===== config.mk =====
export PLATFORM = sky130hd
export DESIGN_NAME = cpu_run_ctrl
export DESIGN_NICKNAME = d
export VERILOG_FILES = /design/src/rtl/cpu_run_ctrl.sv
export SDC_FILE = /design/constraint.sdc
export NUM_CORES = 1
export LEC_CHECK = 0
export ABC_AREA = 1
export CAP_MARGIN = 5
export CORE_MARGIN = 2
export CORE_UTILIZATION = 43
export CTS_BUF_LIST = sky130_fd_sc_hd__clkbuf_4
export DETAILED_ROUTE_END_ITERATION = 8
export GPL_ROUTABILITY_DRIVEN = 1
export PLACE_DENSITY = 0.82
export SLEW_MARGIN = 10
export SYNTH_ARGS = -nofsm -noshare
export SYNTH_HDL_FRONTEND = slang
export SYNTH_SLANG_ARGS = --single-unit

===== constraint.sdc =====
create_clock -name clock -period 1.7 [get_ports clock]
set_clock_uncertainty 0.15 [all_clocks]
set_input_delay 0.34 -clock clock [delete_from_list [all_inputs] [get_ports clock]]
set_output_delay 0.34 -clock clock [all_outputs]
set_load 0.02 [all_outputs]

===== src/rtl/cpu_run_ctrl.sv =====
// Run-control FSM: gates pipeline advance from host commands and the writeback stream.
// Optional watchdog enabled by defining CPU_CTRL_WDOG_EN.
module cpu_run_ctrl #(
  parameter int unsigned              IR_WIDTH   = 16,
  parameter int unsigned              OP_MSB     = 15,
  parameter int unsigned              OP_LSB     = 11,
  parameter logic [OP_MSB-OP_LSB:0]   HALT_OP    = 5'b00001,
  parameter int unsigned              CNT_WIDTH  = 16,
  parameter int unsigned              WDOG_LIMIT = 1024
) (
  input  logic                 clock,
  input  logic                 reset,
  input  logic                 enable,
  input  logic                 start,
  input  logic                 step,
  input  logic                 pause,
  input  logic                 resume,
  input  logic                 wb_valid,
  input  logic [IR_WIDTH-1:0]  wb_ir,
  output logic [2:0]           state,
  output logic                 run,
  output logic                 halted,
  output logic [CNT_WIDTH-1:0] retired,
  output logic                 wdog_trip
);

  typedef enum logic [2:0] {
    IDLE  = 3'd0,
    RUN   = 3'd1,
    STEP  = 3'd2,
    PAUSE = 3'd3,
    HALT  = 3'd4
  } state_t;

  state_t               state_q, state_d;
  logic [CNT_WIDTH-1:0] retired_q;
  logic                 is_halt;
  logic                 launch;
  logic                 wdog_fire;

  assign is_halt = wb_valid && (wb_ir[OP_MSB:OP_LSB] == HALT_OP);
  assign launch  = (state_q == IDLE) && enable && start;
  assign run     = (state_q == RUN) || (state_q == STEP);
  assign halted  = (state_q == HALT);
  assign state   = state_q;
  assign retired = retired_q;

`ifdef CPU_CTRL_WDOG_EN
  localparam int unsigned WDOG_W = $clog2(WDOG_LIMIT) + 1;

  logic [WDOG_W-1:0] wdog_cnt;
  logic              wdog_trip_q;
  logic              unused_bits;

  assign wdog_fire = run && !wb_valid && (wdog_cnt == WDOG_W'(WDOG_LIMIT - 1));
  assign wdog_trip = wdog_trip_q;
  assign unused_bits = ^wb_ir;

  // Counter restarts on every retirement and on each fresh entry into RUN/STEP
  always_ff @(posedge clock or negedge reset) begin
    if (!reset) begin
      wdog_cnt <= '0;
    end else if (!((state_d == RUN) || (state_d == STEP)) || (state_d != state_q) || wb_valid) begin
      wdog_cnt <= '0;
    end else begin
      wdog_cnt <= wdog_cnt + 1'b1;
    end
  end

  always_ff @(posedge clock or negedge reset) begin
    if (!reset) begin
      wdog_trip_q <= 1'b0;
    end else if (launch) begin
      wdog_trip_q <= 1'b0;
    end else if (enable && wdog_fire) begin
      wdog_trip_q <= 1'b1;
    end
  end
`else
  logic unused_bits;

  assign wdog_fire   = 1'b0;
  assign wdog_trip   = 1'b0;
  assign unused_bits = ^{wb_ir, (WDOG_LIMIT == 0)};
`endif

  always_ff @(posedge clock or negedge reset) begin
    if (!reset) begin
      state_q <= IDLE;
    end else begin
      state_q <= state_d;
    end
  end

  always_comb begin
    state_d = state_q;
    case (state_q)
      IDLE: begin
        if (enable && start)     state_d = RUN;
        else if (enable && step) state_d = STEP;
      end
      RUN: begin
        if (!enable)        state_d = IDLE;
        else if (wdog_fire) state_d = IDLE;
        else if (is_halt)   state_d = HALT;
        else if (pause)     state_d = PAUSE;
      end
      STEP: begin
        if (!enable)        state_d = IDLE;
        else if (wdog_fire) state_d = IDLE;
        else if (is_halt)   state_d = HALT;
        else if (wb_valid)  state_d = PAUSE;
      end
      PAUSE: begin
        if (!enable)     state_d = IDLE;
        else if (resume) state_d = RUN;
        else if (step)   state_d = STEP;
      end
      HALT: begin
        if (!enable || start) state_d = IDLE;
      end
      default: state_d = IDLE;
    endcase
  end

  // Clear on launch outranks the increment; the count saturates rather than wraps
  always_ff @(posedge clock or negedge reset) begin
    if (!reset) begin
      retired_q <= '0;
    end else if (launch) begin
      retired_q <= '0;
    end else if (run && wb_valid && !(&retired_q)) begin
      retired_q <= retired_q + 1'b1;
    end
  end

endmodule


==> out/qor.yml <==
grt:
  grt_max_degree: 20
  grtUsageTotal: 0.2116
  antenna_found_initial: 0
  grt_pass1_vias: 1326
  overflow: 0
  grt_pass1_wl_um: 5865
clock_tree:
  cts_root_buffer: "clkbuf_4"
  cts_tree: "done"
  cts.clk_slew.worst_paths_ns: 0.12
  cts_hold_buf: 0
  cts.sinks: 19
  h-tree-depth: 1
  clockBufferDepth: 2
  numCtsBuffers: 3
  clkLatencyLatePin_ns: 0.30
synthesis:
  synthTopCellsByArea: "dfrtp_1 34%, nand2_1 22%, nor2_1 7.4%"
  synth_area_leader_cell: "dfrtp_1"
  synth.top_cell.area_share: 0.3448
  yosysUniqueCellTypes: 24
  yosysSeqAreaShare: 0.3448
  syn_avg_cell_area_sq_um: 6.759
  syn_inst: 204
  syn_area_sq_um: 1379
  ys_ff_latch: 19
  synth_nets: 229
  ys_warn_count: 0
worst_setup_path:
  critical_path_class: "reg -> out"
  worstReg2RegEnd: "retired[10]"
  cp.arrival_ns: 1.21
  path_common_cell: "buf_6"
  cp.required_ns: 1.21
  crit_chain: "buf_6 > nand3b_1 > nand2_2 > buf_6"
  slowest_stage: "dfrtp_1"
  r2r-start: "state[1]"
  cp_max_fo: 4
  crit_buf_inv: 2
  path_delay_family: "flip-flops"
  reg2reg_slack_ns: 0.01
  end_kind: "output port"
  reg2reg_depth: 9
  max_stage_delay_ns: 0.44
  start_kind: "flop"
sta:
  fin_tns_setup_ns: -0.002966
  min_period_ns: 1.703
  setup_slack_ns: -0.002966
  hold_viol: 0
  finalCritPeriodShare: 1.002
  finalMaxSlewViolations: 0
  rsz0062_at_grt: "yes"
  max_freq_ghz: 0.5872
  timing.final.setup_violations: 1
  whs_ns: 0.2074
drt:
  drtIter0Drc: 74
  ant_nets: 0
  drcViolationCount: 0
  wire_per_inst_um: 11.79
  drt_wl_total_um: 3619
  vias: 1548
  viasPerCell: 5.042
  dr.pass1.iters: 4
pwr:
  intPower_mw: 1.295
  power_leakage_nw: 1.000
  netSwitchingFraction: 0.4271
  seqPwrFrac: 0.286
  ir_drop_uv: 804.8
  power_mw: 2.260
  p_sw_uw: 965.3
  powerDensity_nw_per_um2: 1140
  p_comb_frac: 0.603
  clkPwrFrac: 0.110
floorplanning:
  core_area_sq_um: 3053
  initial_core_util: 0.4516
  dieWidth_um: 60.63
  fp.dieH_um: 60.63
  ioPinCount: 46
  die-area_sq_um: 3675
  rows: 20
job:
  cap_violations: 0
layout:
  nets: 289
  mostFrequentLayoutCell: "nand2_1"
  design_area_sq_um: 1983
  syn_to_final_growth_pct: 43.83
  drive_gt1_frac: 0.2129
  n_fill_cell: 282
  antenna_cells: 0
  final_cell_mix: "79 x nand2_1, 27 x nor2_1, 21 x buf_4, 15 x dlygate4sd2_1, 14 x nand4_1"
placed_design:
  post-dp-hpwl_um: 2772
  io_buffers: 33
  dpl_cell_area_sq_um: 1932
  gp_congestion: 0.8898
status:
  failed_checks: "negative setup slack"
  outcome: "complete, but fails checks"
worst_hold_path:
  min_path_type: "in -> async"
## cells in the mapped netlist
cell type  number
or2_2           1
o21ai_0         6
nand2_2         2
nand3_2         1
nor3_1          2
nor2_1         27
conb_1          1
buf_4           1
nand3_1        12
nand2_1        80
buf_2           2
nand4_1        14
xor2_1          6
o21ai_2         1
nor2_8          1
o21bai_1        4
nand3b_1        3
inv_1          11
nor2_4          3
inv_2           2
buf_6           2
dfrtp_1        19
ha_1            1
nor2_2          2
## timing repair
item                                    in CTS  in global routing
pin swaps                                    0                  5
gates resized for setup                     31                 15
setup buffers                                0                  2
endpoints found under the setup margin      21                 24
cloned                                       0                  0
## power by group through the flow
| stage | sequential (mW) | clock [mW] | combinational, mW |
|---|---|---|---|
| 3_3_place_gp | 0.647 | 0 | 1.30 |
| 3_5_place_dp | 0.652 | 0 | 1.32 |
| 5_1_grt | 0.660 | 0.273 | 1.49 |
| 2_1_floorplan | 0.788 | 0 | 0.551 |
| 6_report | 0.647 | 0.250 | 1.36 |
| 4_1_cts | 0.644 | 0.263 | 1.26 |
## state kept, by name, summed over array words and instances, names as in the netlist
| register | count |
|---|---|
| state | 3 |
| retired | 16 |
## worst max-delay path by stage
stage / from / to / slack [ns] / depth (start not counted)
2_1_floorplan: retired[0] / retired[12] / 0.003 / 10
3_3_place_gp: state[0] / halted / -0.13 / 2
3_5_place_dp: state[1] / halted / -0.16 / 2
4_1_cts: state[1] / run / -0.003 / 4
5_1_grt: state[1] / retired[13] / -0.08 / 9
6_report: state[1] / run / -0.003 / 4
## kinds of logic after synthesis
family                   synth area share
adder cells (fa/ha/maj)          0.009073
AO/OA/AOI/OAI                     0.04991
other                            0.002720
XOR/XNOR                          0.03811
buffers and inverters             0.06443
AND/OR/NAND/NOR                    0.4909
flip-flops                         0.3448
## stage by stage
| stage | cells | worst slack, ns | util |
|---|---|---|---|
| after floorplan | 204 | 0.002534 | - |
| after global placement | 301 | -0.1338 | 0.6328 |
| after detailed placement | 301 | -0.1612 | 0.6328 |
| after CTS | 305 | -0.002583 | 0.6352 |
| after global routing | 307 | -0.08026 | 0.6496 |
| final | 307 | -0.002966 | 0.6496 |
## area by class of cell
class                           instances  area [sq um]  share of cell area
Inverter                               13         48.80             0.02461
Timing Repair Buffer                   60         536.8              0.2707
Tap cell                               44         55.05             0.02776
Multi-Input combinational cell        167         829.5              0.4183
Sequential cell                        19         483.0              0.2435
Clock buffer                            4         30.03             0.01514
## worst register-to-register path, stage by stage (launching register included)
cell and delay (ns):
dfrtp_1 0.43, buf_6 0.13, nand3b_1 0.11, nand2_2 0.10, buf_6 0.10, nand2_4 0.05, nor2_4 0.23, buf_6 0.16
nand4_1 0.09, nand2_1 0.07
## layer usage
| metal | wire length, um | track usage | vias to the layer above | share of wire |
|---|---|---|---|---|
| li1 | - | - | 776 | - |
| met1 | 1685 | 0.2899 | 723 | 0.47 |
| met2 | 1747 | 0.3579 | 45 | 0.48 |
| met3 | 164 | 0.02345 | 4 | 0.045 |
| met4 | 21 | 0.05280 | 0 | 0.0058 |
| met5 | 0 | 0 | - | 0 |
Note: power is estimated with default switching activity, not from simulation.
